### src/rtl/register_dump_reader.sv
// register_dump_reader: walks a register-file read port over FIRST_REG..LAST_REG
// and presents each captured word on a valid/ready stream, then pulses done.
module register_dump_reader #(
    parameter int FIRST_REG = 0,
    parameter int LAST_REG  = 31
) (
    input  logic        clk,
    input  logic        reset,
    input  logic        start_i,
    input  logic        abort_i,
    output logic [4:0]  read_register_o,
    input  logic [31:0] read_data_i,
    output logic [31:0] dump_data_o,
    output logic [4:0]  dump_index_o,
    output logic        dump_valid_o,
    input  logic        dump_ready_i,
    output logic        busy_o,
    output logic        done_o
);
    typedef enum logic [1:0] {IDLE, ISSUE, HOLD, DONE} state_t;
    state_t      state, state_nx;
    logic [4:0]  index, index_nx;
    logic [31:0] data_nx;
    logic [4:0]  dump_index_nx;
    logic        valid_nx;
    always_ff @(posedge clk or posedge reset) begin
        if (reset) begin
            state        <= IDLE;
            index        <= '0;
            dump_data_o  <= '0;
            dump_index_o <= '0;
            dump_valid_o <= 1'b0;
        end else begin
            state        <= state_nx;
            index        <= index_nx;
            dump_data_o  <= data_nx;
            dump_index_o <= dump_index_nx;
            dump_valid_o <= valid_nx;
        end
    end
    always_comb begin
        state_nx      = state;
        index_nx      = index;
        data_nx       = dump_data_o;
        dump_index_nx = dump_index_o;
        valid_nx      = dump_valid_o;
        // abort outranks ready/start in every non-idle state
        if (abort_i && state != IDLE) begin
            state_nx = IDLE;
            valid_nx = 1'b0;
        end else begin
            case (state)
                IDLE: if (start_i && !abort_i) begin
                    state_nx = ISSUE;
                    index_nx = 5'(FIRST_REG);
                end
                ISSUE: begin
                    data_nx       = read_data_i;
                    dump_index_nx = index;
                    valid_nx      = 1'b1;
                    state_nx      = HOLD;
                end
                HOLD: if (dump_ready_i) begin
                    valid_nx = 1'b0;
                    // compare before incrementing so index never wraps from 31
                    if (index == 5'(LAST_REG)) state_nx = DONE;
                    else begin
                        index_nx = index + 5'd1;
                        state_nx = ISSUE;
                    end
                end
                DONE: state_nx = IDLE;
            endcase
        end
    end
    assign read_register_o = index;
    assign busy_o          = (state == ISSUE) || (state == HOLD);
    assign done_o          = (state == DONE);
endmodule
### config.mk
export PLATFORM = sky130hd
export DESIGN_NAME = register_dump_reader
export DESIGN_NICKNAME = d
export VERILOG_FILES = /design/src/rtl/register_dump_reader.sv
export SDC_FILE = /design/constraint.sdc
export NUM_CORES = 1
export LEC_CHECK = 0
export BUFFER_PORTS_ARGS = -buffer_cell sky130_fd_sc_hd__buf_2
export CORE_AREA = 2 2 66 68
export DETAILED_ROUTE_END_ITERATION = 6
export DIE_AREA = 0 0 68 70
export PLACE_DENSITY = 0.83
export SLEW_MARGIN = 40
export SYNTH_ARGS = -nofsm -noshare
export SYNTH_HDL_FRONTEND = slang
export SYNTH_SLANG_ARGS = --single-unit
### constraint.sdc
create_clock -name clk -period 3.17 [get_ports clk]
set_input_delay 0.4755 -clock clk [delete_from_list [all_inputs] [get_ports clk]]
set_output_delay 0.4755 -clock clk [all_outputs]
set_load 0.01 [all_outputs]
Word level (Yosys, flattened, before mapping) --
Index checks and enable logic that the tools add are counted.
Cells by class: add/subtract/negate cells 1, equality and inequality tests 9, mux-type cells 12, bitwise gates (word level) 1, reduce and logical (&&, ||, !) cells 12
Operator list (count):
- 5-bit two-way mux | 3
- 5-bit one-hot mux with 2 select lines | 1
- 2-bit two-way mux | 4
- 2-bit one-hot mux with 4 select lines | 1
- 2-bit != test (second input constant) | 3
- 3-bit != test (second input constant) | 2
- 2-bit AND reduction | 3
- 5-bit by 1-bit adder with 5-bit output (second input constant) | 1
- 5-bit equality test (second input constant) | 1
- 5-bit AND reduction | 1
- 2-bit equality test (second input constant) | 2
- 2-bit nonzero test | 2
- 3-bit nonzero test | 1
- 2-bit by 1-bit equality test with 1-bit output (second input constant) | 1
- 1-bit logical AND | 2
- 2-bit logical NOT | 1
- 1-bit two-way mux | 2
- 1-bit one-hot mux with 2 select lines | 1
- 1-bit logical NOT | 1
- 1-bit logical OR | 1
- 1-bit NOT | 1
Storage, ports and cells: flip-flop bits (word level) 45, input bits 37, output and inout bits 45, logic and storage cells 40

Longest topological paths before layout --
Gate-level depths: netlist (run 1).
depth in word-level cells 5, gate-level depth with buffers 6

Worst setup path after synthesis (run 1) --
No wires, ideal clock.
path type reg-to-reg, start register index[0], in the netlist read_register_o[0], end register index[0], in the netlist read_register_o[0], arrival time 1829 ps, required time 3042 ps, setup slack 1214 ps, cell stages (with the launch flop) 7, cells stage by stage dfrtp_1 ha_1 and3_1 ha_1 nand2b_1 a211oi_4 mux2_1
Between the ends: cells in the longest elaborated chain, start to end 4
Ends and longest elaborated chain:
- from (decl) | line 22 | logic [4:0] index, index_nx;
- from (signal assigned) | line 35 | index <= index_nx;
- 5-bit by 1-bit adder with 5-bit output | line 68 | index_nx = index + 5'd1;
- 5-bit two-way mux | line 66 | if (index == 5'(LAST_REG)) state_nx = DONE;
- 5-bit two-way mux | line 63 | HOLD: if (dump_ready_i) begin
- 5-bit one-hot mux with 2 select lines | line 52 | case (state)
Several ways; a longest one is shown, not always the timed one. The select of a mux whose other input is x is not followed. A chain may end at the register's enable or synchronous reset.

Worst setup path in the final report (run 1) --
Ends and elaborated chain as after synthesis.

==> results of run 1 <==
## cell families (layout without fill, tap and decap cells)
family,count (synthesis),count (layout),share of synthesized area (%)
AND/OR/NAND/NOR,21,21,6.437
buffers and inverters,10,94,3.187
AO/OA/AOI/OAI,11,11,4.781
flip-flops,45,45,57.36
adder cells (fa/ha/maj),6,6,3.824
multiplexers,43,43,24.41
## sequential cells by signal, summed over array words and instances (netlist names)
register         count
dump_data_o         32
dump_index_o         5
dump_valid_o         1
read_register_o      5
state                2
## final timing paths
check	startpoint	to
max	read_register_o[0]$_DFFE_PP0P_	read_register_o[0]$_DFFE_PP0P_
min	reset	dump_data_o[24]$_DFFE_PP0P_
max reg2reg	read_register_o[0]$_DFFE_PP0P_	read_register_o[0]$_DFFE_PP0P_
min reg2reg	dump_data_o[3]$_DFFE_PP0P_	dump_data_o[3]$_DFFE_PP0P_
max in group asynchronous	reset	dump_index_o[3]$_DFFE_PP0P_
min in group clk	read_data_i[8]	dump_data_o[8]$_DFFE_PP0P_
## critical path: stages (launching register included)
cell,delay [ns]
dfrtp_1,0.45
ha_1,0.26
and3_1,0.15
ha_1,0.20
nand2b_1,0.21
a211oi_4,0.34
mux2_1,0.36
## stage by stage
stage               util, %  power, mW  hold WS [ns]  setup slack, ns
finish                60.05      2.244        0.2398            1.086
CTS                   60.05      2.282        0.2528            1.096
global placement      57.67      1.878        0.4692            1.184
global route          60.05      2.418        0.2714           0.9904
floorplan                 -      1.591        0.5332            1.214
detailed placement    57.73      1.919        0.4777            1.113
## layout make-up
class,instances,share of cell area (%)
Clock buffer,6,3.318
Clock inverter,2,0.5530
Inverter,5,0.8547
Multi-Input combinational cell,81,31.12
Sequential cell,45,45.25
Tap cell,52,2.614
Timing Repair Buffer,81,16.29
## placed cells by master, fill, tap and decap left out, drive strengths merged, types with 2 or more instances in the layout
master	synthesis	final
inv	5	5
nor2	2	2
a211oi	2	2
nor2b	4	4
mux2	39	39
and3	2	2
dfrtp	45	45
mux2i	4	4
nand2b	4	4
buf	5	81
clkinv	0	2
nand2	3	3
clkbuf	0	6
ha	6	6
## per-layer routing
metal	wire, um	GRT usage [%]	part of all wire (%)	vias up
met5	0	0	0	-
met4	36	4.000	0.97	0
met3	318	5.314	8.6	6
met2	1814	27.83	49	59
met1	1548	18.64	42	663
li1	-	-	-	652
## power breakdown
part | internal [mW] | leakage [nW] | switching (mW)
logic | 0.455 | 0.663 | 0.481
registers | 0.821 | 0.551 | 0.128
clock network | 0.177 | 0.0512 | 0.182
==> out/metrics.cfg, run 1 <==
[outcome]
outcome=finished clean

[final_layout]
finish.instance_area_um2=2489
final_cells=272
insertedDiodeCount=0
drive_gt1_share_pct=42.27
multi_input_area_um2=774.5
register_area_um2=1126
area_growth_pct=26.77
nFillCells=340
final_nets=262

[critical_path]
r2r_slack_ns=1.09
worst-endpoint-required_ns=3.34
reg2reg_depth=6
crit_type=register to register
worst_setup_path_start_kind=register
cp-end-kind=register
path_max_fanout=7
cp.arrival_ns=2.26

[clocking]
hold_buffers=0
cts_tree=built
clk_latency_ns=0.29
path_clk_slew_ns=0.08
cts_root_buf=clkbuf_8
numCtsBuffers=5
clock_sinks=45
post_cts_buffers=0
clockBufferDepth=2
post_cts_resized=0
htree_num_levels=2

[sta]
slew_headroom_pct=64.07
tightest_slew_ns=0.5390
hold_viol=0
fin_crit_ns=2.084
min_period_over_period_pct=65.74
fmax_mhz=479.9
setup_tns_ns=0
rsz0062_at_grt=no
setup_viol=0
finClkSkew_ns=0.007130
drv_slew=0

[yosys]
yosys.cell_count.top_type=dfrtp_1
ys_dominant_reg_cell=dfrtp_1
synthDistinctLibCells=31
syn_area_um2=1963
async_flop_share_pct=100.0
synth_edf_count=0
synth_common_cells=dfrtp_1 (45), mux2_1 (38), ha_1 (6)
yosysTopAreaCell=dfrtp_1
synth_area_leaders=dfrtp_1 (57%), mux2_1 (22%), ha_1 (3.8%)
synth_cells=136
syn_avg_cell_area_um2=14.43
ys_warn_count=0
syn_nets=179
seq_area_frac_synth_pct=57.36
yosysTopAreaCellShare_pct=57.36
ys_seq_elements=45

[floorplan]
fp.coreArea_um2=4144
initial_core_util_pct=47.37
pin_count=82
die_area_um2=4760
die_x_um=68
die_h_um=70
rows=24

[route]
vias_per_cell=5.074
routed_wl_um=3717
drtIter0Drc=106
ant_nets=0
wl_per_cell_um=13.67
first_pass_iters=4
drc=0
num_vias=1380

[pwr]
p_per_area_nw_per_um2=901.5
vdd_drop_max_v=0.0005477
p_leak_nw=1.266

[grt]
gr-total-overflow=0
grt_max_degree=46
antenna_found_initial=0
grt_pass1_vias=1289
grt_usage_pct=16.03
grt_pass1_wl_um=5775

[hold_path]
hold_class=input pin to async pin

[job]
drv_cap=0

[place]
place_area_um2=2392
place_congestion=0.8608
placed_cells=264
port_buffers=81
hpwlAfterDp_um=2796

Power figures use the tool's default switching activity.
==> inputs of run 2 (changes only) <==
--- a/config.mk
+++ b/config.mk
@@ -6,10 +6,10 @@
 export NUM_CORES = 1
 export LEC_CHECK = 0
 export BUFFER_PORTS_ARGS = -buffer_cell sky130_fd_sc_hd__buf_2
-export CORE_AREA = 2 2 66 68
+export CORE_AREA = 2 2 68 70
 export DETAILED_ROUTE_END_ITERATION = 6
-export DIE_AREA = 0 0 68 70
-export PLACE_DENSITY = 0.83
+export DIE_AREA = 0 0 70 72
+export PLACE_DENSITY = 0.79
 export SLEW_MARGIN = 40
 export SYNTH_ARGS = -nofsm -noshare
 export SYNTH_HDL_FRONTEND = slang
==> constraint.sdc (replaced) <==
create_clock -name clk -period 2.15 [get_ports clk]
set_input_delay 0.3225 -clock clk [delete_from_list [all_inputs] [get_ports clk]]
set_output_delay 0.3225 -clock clk [all_outputs]
set_load 0.01 [all_outputs]
==> run 2 against run 1 <==
- sequential share of layout area fell by 1.2 points
- final area rose by 2.7%
- global-route usage fell by 1.1 points
==> out/metrics.cfg, run 2 (same netlist as run 1, synthesis figures left out) <==
[clocking]
clockBufferDepth=2  ; unchanged
path_clk_slew_ns=0.08  ; about the same
htree_num_levels=2  ; unchanged
cts_tree=built
clock_sinks=45  ; unchanged
cts_root_buf=clkbuf_8
post_cts_buffers=0  ; unchanged
hold_buffers=0  ; unchanged
clk_latency_ns=0.29  ; about the same
numCtsBuffers=5  ; unchanged
post_cts_resized=0  ; unchanged

[hold_path]
hold_class=input pin to async pin

[sta]
setup_tns_ns=0  ; unchanged
rsz0062_at_grt=no
slew_headroom_pct=67.83  ; +3.8 points
setup_viol=0  ; unchanged
fin_crit_ns=2.041  ; -0.04307 ns
fmax_mhz=490.0  ; +2.1%
min_period_over_period_pct=94.92  ; +29 points
tightest_slew_ns=0.4818  ; -0.05724 ns
hold_viol=0  ; unchanged
drv_slew=0  ; unchanged
finClkSkew_ns=0.005470  ; -0.001660 ns
fin_ws_ns=0.1092  ; -0.9769 ns

[floorplan]
die_area_um2=5040  ; +5.9%
fp.coreArea_um2=4264  ; +2.9%
initial_core_util_pct=46.04  ; -1.3 points
pin_count=82  ; unchanged
rows=24  ; unchanged
die_h_um=72  ; +2.9%
die_x_um=70  ; +2.9%

[pwr]
vdd_drop_max_v=0.0006638  ; +21%
p_leak_nw=1.302  ; +2.9%
p_per_area_nw_per_um2=1351  ; +50%

[final_layout]
final_nets=267  ; +1.9%
final_cells=277  ; +1.8%
nFillCells=363  ; +6.8%
largest_reg_flops=32  ; unchanged
drive_gt1_share_pct=43.11  ; +0.84 points
largest_register=dump_data_o
final_cell_mix=buf_2 (81), dfrtp_1 (45), mux2_1 (38)
area_growth_pct=30.21
insertedDiodeCount=0  ; unchanged
final_common_cell=buf_2

[route]
vias_per_cell=4.928  ; -2.9%
ant_nets=0  ; unchanged
drc=0  ; unchanged
first_pass_iters=4  ; unchanged
num_vias=1365  ; -1.1%
drtIter0Drc=56  ; -47%
wl_per_cell_um=12.60  ; -7.8%
routed_wl_um=3490  ; -6.1%

[grt]
grt_usage_pct=14.97  ; -1.1 points
grt_pass1_vias=1316  ; +2.1%
grt_pass1_wl_um=6016  ; +4.2%
grt_max_degree=25  ; -46%
antenna_found_initial=0  ; unchanged
gr-total-overflow=0  ; unchanged

[critical_path]
worst-endpoint-required_ns=2.33  ; -1.01 ns
worst_setup_path_start_kind=register
cp-end-kind=register
reg2reg_depth=6  ; unchanged
r2r_slack_ns=0.11  ; -0.98 ns
reg2reg_to=read_register_o[0]$_DFFE_PP0P_
crit_type=register to register
path_max_fanout=7  ; unchanged
cp.arrival_ns=2.22  ; -0.04 ns
reg2reg_from=read_register_o[0]$_DFFE_PP0P_

[place]
hpwlAfterDp_um=2794  ; about the same
place_congestion=0.8543  ; -0.76%
place_ws_ns=0.1174  ; -0.9959 ns
placed_cells=269  ; +1.9%
port_buffers=81  ; unchanged

[outcome]
outcome=finished clean

[job]
drv_cap=0  ; unchanged

## run 2: cell type report
class | count | area (um2) | share of cell area, %
timing repair buffer | 86 | 455.4 | 17.82
sequential | 45 | 1126 | 44.05
tap | 52 | 65.06 | 2.545
inverter | 5 | 18.77 | 0.7342
multi-input combinational | 81 | 774.5 | 30.30
clock buffer | 7 | 86.33 | 3.377
clock inverter | 1 | 30.03 | 1.175
## run 2: stage by stage
| step | instance area [um2] | power (mW) | util [%] | hold slack [ns] |
|---|---|---|---|---|
| global route | 2556 | 3.720 | 59.95 | 0.09268 |
| global placement | 2440 | 2.828 | 57.22 | 0.3770 |
| finish | 2556 | 3.454 | 59.95 | 0.04767 |
| CTS | 2556 | 3.522 | 59.95 | 0.06240 |
| detailed placement | 2440 | 2.876 | 57.22 | 0.3786 |
| floorplan | 1963 | 2.346 | - | 0.4542 |
## run 2: power by group
| part | switching (mW) | leakage (nW) | total [mW] | internal (mW) |
|---|---|---|---|---|
| clock network | 0.254 | 0.0585 | 0.633 | 0.379 |
| registers | 0.180 | 0.551 | 1.39 | 1.21 |
| logic | 0.707 | 0.693 | 1.43 | 0.723 |
## run 2: worst max-delay path by stage
stage / slack (ns) / endpoint / start / depth (start not counted)
global placement: 0.16 / read_register_o[0]$_DFFE_PP0P_ / read_register_o[0]$_DFFE_PP0P_ / 6
global route: 0.01 / read_register_o[0]$_DFFE_PP0P_ / read_register_o[0]$_DFFE_PP0P_ / 6
CTS: 0.10 / read_register_o[0]$_DFFE_PP0P_ / read_register_o[0]$_DFFE_PP0P_ / 6
finish: 0.11 / read_register_o[0]$_DFFE_PP0P_ / read_register_o[0]$_DFFE_PP0P_ / 6
detailed placement: 0.12 / read_register_o[0]$_DFFE_PP0P_ / read_register_o[0]$_DFFE_PP0P_ / 6
floorplan: 0.19 / read_register_o[0]$_DFFE_PP0P_ / read_register_o[0]$_DFFE_PP0P_ / 6
## run 2: routing by layer
| layer | GRT usage (%) | part of all wire [%] | up-vias |
|---|---|---|---|
| li1 | - | - | 663 |
| met1 | 20.06 | 47 | 633 |
| met2 | 23.60 | 43 | 67 |
| met3 | 5.278 | 9.3 | 2 |
| met4 | 3.846 | 0.52 | 0 |
| met5 | 0 | 0 | - |
## run 2: worst max-delay path, cell delays in order, from the launching register on
cell and delay, ns:
dfrtp_1 0.44, ha_1 0.25, and3_1 0.15, ha_1 0.21
nand2b_1 0.20, a211oi_4 0.33, mux2_1 0.35
==> inputs of run 3 (changes only) <==
--- a/config.mk
+++ b/config.mk
@@ -9,7 +9,8 @@
 export CORE_AREA = 2 2 68 70
 export DETAILED_ROUTE_END_ITERATION = 6
 export DIE_AREA = 0 0 70 72
-export PLACE_DENSITY = 0.79
+export GPL_ROUTABILITY_DRIVEN = 1
+export PLACE_DENSITY = 0.77
 export SLEW_MARGIN = 40
 export SYNTH_ARGS = -nofsm -noshare
 export SYNTH_HDL_FRONTEND = slang
==> run 3 against run 2 <==
- clock power decreased by 26%
- maximum frequency is 3.4% higher
- flip-flop and latch count is the same
- routed wire length increased by 1.4%
- final area fell by 0.93%
- sequential share of layout area rose by 0.41 points
- die area unchanged
- global-route usage grew 0.14 points
- via count fell by 0.81%
- sequential power about the same
- clock-buffer cell count is 1 lower
- non-clock buffer count is 1 higher
- critical endpoint unchanged
- largest power group unchanged
==> out/metrics.cfg, run 3 (same netlist as run 1, synthesis figures left out) <==
[sta]
setup_tns_ns=0  ; unchanged
hold_viol=0  ; unchanged
fin_crit_ns=1.973  ; -0.06783 ns
min_period_over_period_pct=91.76  ; -3.2 points
setup_viol=0  ; unchanged
tightest_slew_ns=0.4662  ; -0.01562 ns
rsz0062_at_grt=no
fin_ws_ns=0.1771  ; +0.06783 ns
whs_ns=0.2484  ; +0.2008 ns
slew_headroom_pct=68.03  ; +0.20 points
finClkSkew_ns=0.003000  ; -0.002470 ns
fmax_mhz=506.9  ; +3.4%
drv_slew=0  ; unchanged

[clocking]
numCtsBuffers=5  ; unchanged
htree_num_levels=2  ; unchanged
clock_sinks=45  ; unchanged
cts_tree=built
clk_latency_ns=0.28  ; about the same
path_clk_slew_ns=0.07  ; about the same
cts_root_buf=clkbuf_8
clockBufferDepth=2  ; unchanged
post_cts_resized=0  ; unchanged

[place]
place_congestion=0.8233  ; -3.6%
place_ws_ns=0.1882  ; +0.07073 ns
port_buffers=81  ; unchanged
hpwlAfterDp_um=2696  ; -3.5%

[route]
routed_wl_um=3538  ; +1.4%
drc=0  ; unchanged
first_pass_iters=4  ; unchanged
vias_per_cell=4.871  ; -1.2%
drtIter0Drc=55  ; -1.8%
wl_per_cell_um=12.73  ; +1.0%
num_vias=1354  ; -0.81%
ant_nets=0  ; unchanged

[critical_path]
cpMostUsedCell=ha_1
cpPeakStageDelay_ns=0.43  ; about the same
path_delay_family=adder cells
cp-end-kind=register
worstPathBufferInverterCount=0  ; unchanged
worst-endpoint-required_ns=2.31  ; -0.02 ns
cp.arrival_ns=2.14  ; -0.08 ns
path_max_fanout=6  ; -1
r2r_slack_ns=0.18  ; +0.07 ns
crit_type=register to register
worst_setup_path_start_kind=register
cp_cell_sequence=ha_1, and3_1, ha_1, nand2b_1, a211oi_4, mux2_1
cpMaxStageDelayCell=dfrtp_1

[pwr]
vdd_drop_max_v=0.0006667  ; +0.43%
clock_power_share_pct=14.2  ; -4.1 points
intPower_mw=2.162  ; -6.5%
power_switching_mw=1.148  ; +0.60%
p_comb_share_pct=43.9  ; +2.5 points
p_leak_nw=1.294  ; -0.61%
p_per_area_nw_per_um2=1307  ; -3.2%
p_total_mw=3.311  ; -4.1%
p_sw_share_pct=34.69  ; +1.6 points
power.sequential.fraction_pct=41.9  ; +1.6 points

[final_layout]
postLayoutCoreUtil_pct=59.39  ; -0.56 points
largest_register=dump_data_o
drive_gt1_share_pct=42.92  ; -0.19 points
insertedDiodeCount=0  ; unchanged
final_cell_mix=buf_2 (81), dfrtp_1 (45), mux2_1 (38)
largest_reg_flops=32  ; unchanged
area_growth_pct=29.00
final_common_cell=buf_2
final_nets=268  ; +0.37%

[grt]
grt_usage_pct=15.12  ; +0.14 points
grt_max_degree=38  ; +52%
grt_pass1_wl_um=6196  ; +3.0%
grt_pass1_vias=1414  ; +7.4%
antenna_found_initial=0  ; unchanged
gr-total-overflow=0  ; unchanged

[floorplan]
die_area_um2=5040  ; unchanged
die_h_um=72  ; unchanged
die_x_um=70  ; unchanged
pin_count=82  ; unchanged
initial_core_util_pct=46.04  ; unchanged
rows=24  ; unchanged
fp.coreArea_um2=4264  ; unchanged

[hold_path]
hold_class=input pin to register

[job]
drv_cap=0  ; unchanged

[outcome]
outcome=finished clean

## run 3: changes by cell type in the layout (fill, tap and decap cells not counted), sizes merged
| cell | delta |
|---|---|
| bufinv | -1 |
| clkbuf | -1 |
| clkinv | +2 |
| dlygate4sd3 | +1 |
## run 3: area by class of cell
class / count / area [um2]
inverter: 5 / 18.77
tap: 52 / 65.06
timing repair buffer: 87 / 465.4
multi-input combinational: 81 / 774.5
clock buffer: 6 / 72.57
sequential: 45 / 1126
fill: 363 / 1732
clock inverter: 2 / 10.01
## run 3: per-layer routing
layer / vias up / part of all wire [%] / wire (um) / track usage (%)
met4: 0 / 0 / 0 / 2.564
met3: 0 / 8.4 / 297 / 5.139
met5: - / 0 / 0 / 0
met2: 60 / 45 / 1598 / 24.76
met1: 634 / 46 / 1642 / 20.15
li1: 660 / - / - / -
## run 3: worst paths after layout
check                                                     from                              to  depth (start not counted)
worst max-delay path            read_register_o[1]$_DFFE_PP0P_  read_register_o[0]$_DFFE_PP0P_                          6
min in group asynchronous                                reset            state[1]$_DFFE_PP0P_                          3
worst min register to register     dump_index_o[2]$_DFFE_PP0P_     dump_index_o[2]$_DFFE_PP0P_                          1
worst max register to register  read_register_o[1]$_DFFE_PP0P_  read_register_o[0]$_DFFE_PP0P_                          6
max in group asynchronous                                reset     dump_data_o[28]$_DFFE_PP0P_                          4
worst min-delay path                           read_data_i[25]     dump_data_o[25]$_DFFE_PP0P_                          2
## run 3: stage by stage
step	cells	cell area [um2]
after floorplan	136	1963
after global placement	269	2440
after detailed placement	269	2440
after CTS	278	2532
after global routing	278	2532
final	278	2532
## run 3: power groups by stage
stage	clock network, mW	logic, mW	registers, mW
after global routing	0.544	1.60	1.45
final	0.470	1.45	1.39
after CTS	0.504	1.48	1.39
after floorplan	0	0.769	1.58
after detailed placement	0	1.48	1.40
after global placement	0	1.46	1.39
## run 3: what timing repair did
action,in CTS,in global routing
endpoints found under the setup margin,0,0
hold buffers,1,0
hold endpoints to repair,15,0
buffers inserted,0,0
